`src/rtl/cdb_arbiter_pkg.sv`:
```
// Shared CPU types: CDB broadcast record, reservation-station tags and the
// per-FU result bundle consumed by the CDB arbiter.
package cpu_types;

    localparam int CDB_N_FU = 4;

    typedef enum logic [2:0] {
        INVALID  = 3'd0,
        RS_ALU   = 3'd1,
        RS_ALU2  = 3'd2,
        RS_MUL   = 3'd3,
        RS_DIV   = 3'd4,
        RS_LOAD  = 3'd5,
        RS_STORE = 3'd6,
        RS_BR    = 3'd7
    } RS_tag_type;

    typedef struct packed {
        RS_tag_type  tag;
        logic [31:0] data;
    } cdb_t;

    typedef struct packed {
        logic        valid;
        RS_tag_type  tag;
        logic [31:0] data;
    } fu_result_t;

endpackage

```
`src/rtl/cdb_arbiter_if.sv`:
```
// FU-result / CDB bundle: master is the FU side, slave is the arbiter.
interface cdb_arbiter_if import cpu_types::*; #(
    parameter int N_FU  = CDB_N_FU,
    parameter int IDX_W = $clog2(N_FU)
) ();
    logic              flush;
    logic [N_FU-1:0]   fu_valid;
    RS_tag_type        fu_tag  [N_FU];
    logic [31:0]       fu_data [N_FU];
    logic [N_FU-1:0]   fu_ready;
    cdb_t              cdb_out;
    logic [IDX_W-1:0]  cdb_grant_idx;

    modport master (
        output flush, fu_valid, fu_tag, fu_data,
        input  fu_ready, cdb_out, cdb_grant_idx
    );

    modport slave (
        input  flush, fu_valid, fu_tag, fu_data,
        output fu_ready, cdb_out, cdb_grant_idx
    );
endinterface

```
`src/rtl/cdb_arbiter_rr_arbiter.sv`:
```
// Round-robin select: first request found after ptr (wrapping) wins.
// Purely combinational so it can be reused for issue-queue select.
module rr_arbiter #(
    parameter int N     = 4,
    parameter int IDX_W = $clog2(N)
) (
    input  logic [N-1:0]     req,
    input  logic [IDX_W-1:0] ptr,
    output logic [N-1:0]     grant,
    output logic [IDX_W-1:0] grant_idx,
    output logic             any_grant
);
    int               cand;
    logic [IDX_W-1:0] cand_idx;

    always_comb begin
        grant     = '0;
        grant_idx = '0;
        any_grant = 1'b0;
        cand      = 0;
        cand_idx  = '0;
        for (int k = 1; k <= N; k++) begin
            // explicit wrap so non-power-of-two N never lands on a missing slot
            cand = int'(ptr) + k;
            if (cand >= N) begin
                cand = cand - N;
            end
            cand_idx = IDX_W'(cand);
            if (!any_grant && req[cand_idx]) begin
                any_grant       = 1'b1;
                grant[cand_idx] = 1'b1;
                grant_idx       = cand_idx;
            end
        end
    end
endmodule

```
`src/rtl/cdb_arbiter.sv`:
```
// CDB producer: one-entry holding buffer per FU, round-robin grant,
// registered one-cycle broadcast of the winner.
module cdb_arbiter import cpu_types::*; #(
    parameter int N_FU  = CDB_N_FU,
    parameter int IDX_W = $clog2(N_FU)
) (
    input  logic          CLK,
    input  logic          RST_N,
    cdb_arbiter_if.slave  bus
);
    fu_result_t       fu_in [N_FU];

    logic [N_FU-1:0]  buf_v_q, buf_v_d;
    RS_tag_type       buf_tag_q  [N_FU];
    RS_tag_type       buf_tag_d  [N_FU];
    logic [31:0]      buf_data_q [N_FU];
    logic [31:0]      buf_data_d [N_FU];
    logic [IDX_W-1:0] ptr_q, ptr_d;
    cdb_t             cdb_q, cdb_d;
    logic [IDX_W-1:0] grant_idx_q, grant_idx_d;

    logic [N_FU-1:0]  grant;
    logic [IDX_W-1:0] grant_idx;
    logic             any_grant;
    logic             take_grant;
    logic [N_FU-1:0]  fu_ready;

    for (genvar gi = 0; gi < N_FU; gi++) begin : g_fu_in
        assign fu_in[gi] = '{valid: bus.fu_valid[gi], tag: bus.fu_tag[gi], data: bus.fu_data[gi]};
    end

    rr_arbiter #(.N(N_FU), .IDX_W(IDX_W)) u_rr (
        .req       (buf_v_q),
        .ptr       (ptr_q),
        .grant     (grant),
        .grant_idx (grant_idx),
        .any_grant (any_grant)
    );

    // a buffer being granted this cycle can accept its replacement at the same edge
    assign fu_ready   = bus.flush ? '0 : (~buf_v_q | grant);
    assign take_grant = any_grant && !bus.flush;

    assign bus.fu_ready      = fu_ready;
    assign bus.cdb_out       = cdb_q;
    assign bus.cdb_grant_idx = grant_idx_q;

    always_comb begin
        buf_v_d     = buf_v_q;
        buf_tag_d   = buf_tag_q;
        buf_data_d  = buf_data_q;
        ptr_d       = ptr_q;
        cdb_d       = cdb_q;
        grant_idx_d = grant_idx_q;

        cdb_d.tag = INVALID;
        if (take_grant) begin
            cdb_d       = '{tag: buf_tag_q[grant_idx], data: buf_data_q[grant_idx]};
            grant_idx_d = grant_idx;
            ptr_d       = grant_idx;
        end

        for (int i = 0; i < N_FU; i++) begin
            if (fu_in[i].valid && fu_ready[i] && fu_in[i].tag != INVALID) begin
                buf_v_d[i]    = 1'b1;
                buf_tag_d[i]  = fu_in[i].tag;
                buf_data_d[i] = fu_in[i].data;
            end else if (take_grant && grant[i]) begin
                buf_v_d[i] = 1'b0;
            end
        end

        if (bus.flush) begin
            buf_v_d = '0;
        end
    end

    always_ff @(posedge CLK or negedge RST_N) begin
        if (!RST_N) begin
            buf_v_q     <= '0;
            ptr_q       <= IDX_W'(N_FU - 1);
            cdb_q       <= '{tag: INVALID, data: 32'd0};
            grant_idx_q <= '0;
            for (int i = 0; i < N_FU; i++) begin
                buf_tag_q[i]  <= INVALID;
                buf_data_q[i] <= '0;
            end
        end else begin
            buf_v_q     <= buf_v_d;
            ptr_q       <= ptr_d;
            cdb_q       <= cdb_d;
            grant_idx_q <= grant_idx_d;
            for (int i = 0; i < N_FU; i++) begin
                buf_tag_q[i]  <= buf_tag_d[i];
                buf_data_q[i] <= buf_data_d[i];
            end
        end
    end
endmodule
```
`src/flat_wrapper.sv`:
```
// flat-port wrapper written by rule: the top's interface ports become plain ports
module cdb_arbiter_flat import cpu_types::*;
#(
    parameter int N_FU  = CDB_N_FU,
    parameter int IDX_W = $clog2(N_FU)
)
  (CLK, RST_N, bus_flush, bus_fu_valid, bus_fu_tag, bus_fu_data, bus_fu_ready, bus_cdb_out, bus_cdb_grant_idx);
  cdb_arbiter_if #(.N_FU(N_FU), .IDX_W(IDX_W)) bus_i ();
  input  logic CLK;
  input  logic RST_N;
  input wire logic [$bits(bus_i.flush)-1:0] bus_flush;
  input wire logic [$bits(bus_i.fu_valid)-1:0] bus_fu_valid;
  input wire logic [$bits(bus_i.fu_tag)-1:0] bus_fu_tag;
  input wire logic [$bits(bus_i.fu_data)-1:0] bus_fu_data;
  output wire logic [$bits(bus_i.fu_ready)-1:0] bus_fu_ready;
  output wire logic [$bits(bus_i.cdb_out)-1:0] bus_cdb_out;
  output wire logic [$bits(bus_i.cdb_grant_idx)-1:0] bus_cdb_grant_idx;
  assign bus_i.flush = bus_flush;
  assign bus_i.fu_valid = bus_fu_valid;
  assign bus_i.fu_tag = {>>{bus_fu_tag}};
  assign bus_i.fu_data = {>>{bus_fu_data}};
  assign bus_fu_ready = bus_i.fu_ready;
  assign bus_cdb_out = bus_i.cdb_out;
  assign bus_cdb_grant_idx = bus_i.cdb_grant_idx;
  cdb_arbiter #(.N_FU(N_FU), .IDX_W(IDX_W)) u_core (.CLK(CLK), .RST_N(RST_N), .bus(bus_i));
endmodule
```
`config.mk`:
```
export PLATFORM = sky130hd
export DESIGN_NAME = cdb_arbiter_flat
export DESIGN_NICKNAME = d
export VERILOG_FILES = /design/src/rtl/cdb_arbiter_pkg.sv /design/src/rtl/cdb_arbiter_if.sv /design/src/rtl/cdb_arbiter_rr_arbiter.sv /design/src/rtl/cdb_arbiter.sv /design/src/flat_wrapper.sv
export SDC_FILE = /design/constraint.sdc
export NUM_CORES = 1
export LEC_CHECK = 0
export BUFFER_PORTS_ARGS = -buffer_cell sky130_fd_sc_hd__buf_2
export CAP_MARGIN = 5
export CELL_PAD_IN_SITES_DETAIL_PLACEMENT = 0
export CELL_PAD_IN_SITES_GLOBAL_PLACEMENT = 1
export CORE_UTILIZATION = 44
export CTS_BUF_LIST = sky130_fd_sc_hd__clkbuf_8
export DETAILED_ROUTE_END_ITERATION = 8
export PLACE_DENSITY = 0.86
export SLEW_MARGIN = 20
export SYNTH_ARGS = -nofsm -noshare
export SYNTH_HDL_FRONTEND = slang
export SYNTH_SLANG_ARGS = --single-unit
export TNS_END_PERCENT = 5
```
`constraint.sdc`:
```
create_clock -name CLK -period 7 [get_ports CLK]
set_input_delay 1.4 -clock CLK [delete_from_list [all_inputs] [get_ports CLK]]
set_output_delay 1.4 -clock CLK [all_outputs]
set_load 0.01 [all_outputs]
```
==> flow_metrics.tcl <==
set metrics [dict create \
    vias 7603 \
    power_density_nw_per_um2 565.4 \
    numCtsBuffers 17 \
    multi_input_comb_area_um2 4755 \
    avgViaCountPerCell 5.963 \
    cap_violations 0 \
    cts_setup_buffers 0 \
    portBuffers 187 \
    synth_area_leaders "dfrtp_1 (46%), mux2_4 (8.3%), mux2_1 (5.6%)" \
    firstDrtPassIters 5 \
    critical_path_required_ns 5.60 \
    end_kind "output pin" \
    clock_sinks 183 \
    cts_tree "done" \
    grt-ovfl-total 0 \
    drv_slew 0 \
    hp-class "reg -> reg" \
    criticalPathCategory "reg -> out" \
    wirelength_um 26720 \
    critical_path_arrival_ns 3.73 \
    drive_gt1_share_pct 37.51 \
    fin_setup_tns_ns 0 \
    ys_seq_elements 183 \
    syn-cell-area_um2 9771 \
    synth_top_area_share_pct 46.36 \
    fmax_ghz 0.1948 \
    coreArea_um2 21820 \
    synthArstFlopShare_pct 100.0 \
    avgSynthCellArea_um2 11.66 \
    fin_crit_sh_pct 73.34 \
    num_rows 54 \
    ant_nets 0 \
    seq_area_frac_synth_pct 46.89 \
    htreeDepth 4 \
    yosysTopAreaCell "dfrtp_1" \
    ir_drop_v 0.0002774 \
    avgRoutedWirePerCell_um 20.96 \
    critPathMaxFanout 12 \
    seq_area_um2 4582 \
    die_area_um2 22810 \
    antenna_found_initial 9 \
    relSlewSlack_pct 27.31 \
    clk_path_buf_depth 2 \
    p_leak_nw 5.010 \
    synth_cell_types 58 \
    syn2layout_area_growth_pct 14.30 \
    fin_worst_skew_ns 0.02468 \
    post-route-util_pct 51.18 \
    yosysWarnings 0 \
    finalSetupViolCount 0 \
    synth_edf_count 0 \
    period_minus_slack_ns 5.133 \
    cts.clk_slew.worst_paths_ns 0.11 \
    worst_pin_slew_ns 1.086 \
    fin_nets 1131 \
    die_w_um 151.0 \
    synthFlopType "dfrtp_1" \
    startpoint_type "flip-flop" \
    fin_hold_ws_ns 0.5194 \
    clock-root-buffer "clkbuf_8" \
    fp.dieH_um 151.0 \
    fill_cells 1939 \
    grt_pass1_wl_um 41540 \
    grt_pass1_vias 7459 \
    initial_utilization_pct 44.77 \
    ctsResizeCount 0 \
    ioPinCount 188 \
    gp_congestion 0.8122 \
    drc_errors 0 \
    clock_latency_ns 0.48 \
    holdBufCountCts 0 \
    rsz0062_at_grt "no" \
    syn_inst 838 \
    hold_viol_final 0 \
    grt_max_degree 128 \
    first_iter_violations 596 \
    hpwl_um 16710 \
    status "finished, final reports clean" \
    grt_usage_pct 24.18 \
    syn_nets 993 \
]
## kinds of logic after synthesis
group           count (synthesis)  synth area share, %
simple gates                  215                11.47
compound gates                204                17.25
flops                         183                46.89
mux                           137                18.29
buf+inv                        90                4.981
fa+ha+maj                       8                1.024
xor+xnor                        1              0.08966
## cell usage after synthesis, types with 4 or more instances
cell and n:
clkbuf_1 44, o221a_2 33, and3_1 32, or3_1 8, mux2_2 27, nor3b_1 5, mux4_2 4, nor2_1 72
inv_1 12, mux2_1 49, a21oi_1 9, ha_1 8, mux2_4 54, buf_8 4, dfrtp_1 181, buf_6 10
nand2b_1 8, a21o_1 6, nor4_1 32, nor4b_2 4, a221o_1 32, a211oi_1 32, o32ai_1 4, o21ai_0 21
o22ai_1 32, nand2_1 42, buf_2 14
## flip-flops by register name, summed over array words and instances (netlist names)
| signal | cells |
|---|---|
| u_core.buf_data_q | 128 |
| u_core.buf_tag_q | 12 |
| u_core.buf_v_q | 4 |
| u_core.bus.cdb_grant_idx | 2 |
| u_core.bus.cdb_out | 35 |
| u_core.ptr_q | 2 |
## cell type report
cell class	count	share of cell area [%]
antenna	6	0.1344
clock buffer	18	2.218
clock inverter	14	1.221
inverter	13	0.4369
multi-input combinational	565	42.57
sequential	183	41.03
tap	280	3.137
timing repair buffer	196	9.254
## layer usage
metal	wire, um	share of wire, %	vias up	global-route usage [%]
met1	11910	45	3818	33.74
met2	12410	46	284	36.95
met3	1905	7.1	39	5.271
met5	23	0.086	-	0
met4	469	1.8	4	8.650
li1	-	-	3458	-
## where the power goes
group	internal [mW]	leakage [nW]	switching [mW]
registers	1.61	2.18	0.463
logic	1.57	2.64	1.97
clock network	0.271	0.189	0.432
## per-stage QoR
| step | setup slack, ns | total power [mW] | cell area (um2) | cells |
|---|---|---|---|---|
| floorplan | 2.742 | 4.641 | 9771 | 838 |
| global placement | 2.402 | 5.476 | 10730 | 1236 |
| detailed placement | 2.363 | 5.587 | 10760 | 1237 |
| CTS | 1.843 | 6.301 | 11140 | 1269 |
| global route | 1.668 | 6.730 | 11160 | 1272 |
| finish | 1.867 | 6.314 | 11170 | 1275 |
## cell usage in the layout, fill, tap and decap left out, drive strengths merged, types with 4 or more instances in the layout
cell type	instances
inv	19
a21oi	12
dfrtp	181
a21o	6
ha	8
clkbuf	18
a221o	32
mux2	130
nor4	32
a211oi	32
nand2	42
nor3b	5
o221a	33
o21ai	23
buf	196
nor2	72
mux4	4
clkinv	5
nor4b	4
nand2b	9
or3	8
o22ai	32
o32ai	7
diode	6
and3	32
## worst max-delay path, stage by stage (launching register included)
cell and delay [ns]:
dfstp_2 0.55, clkinv_1 0.30, ha_1 0.65, mux4_2 0.70
nor3b_1 0.20, o32ai_1 0.34, and2_1 0.26, nor2_1 0.11
buf_2 0.16
## worst paths after layout
path                       slack, ns                     end  cells past startpoint                    from
max in group asynchronous       4.68   u_core.buf_data_q[33]                      2                   RST_N
min reg2reg                     0.52  u_core.bus.cdb_out[30]                      1  u_core.bus.cdb_out[30]
min                             0.52  u_core.bus.cdb_out[30]                      1  u_core.bus.cdb_out[30]
max reg2reg                     2.42  u_core.bus.cdb_out[32]                      9         u_core.ptr_q[0]
max                             1.87         bus_fu_ready[2]                      8         u_core.ptr_q[0]
min in group asynchronous       1.00   u_core.buf_data_q[48]                      1                   RST_N
(Power assumes the default switching activity.)
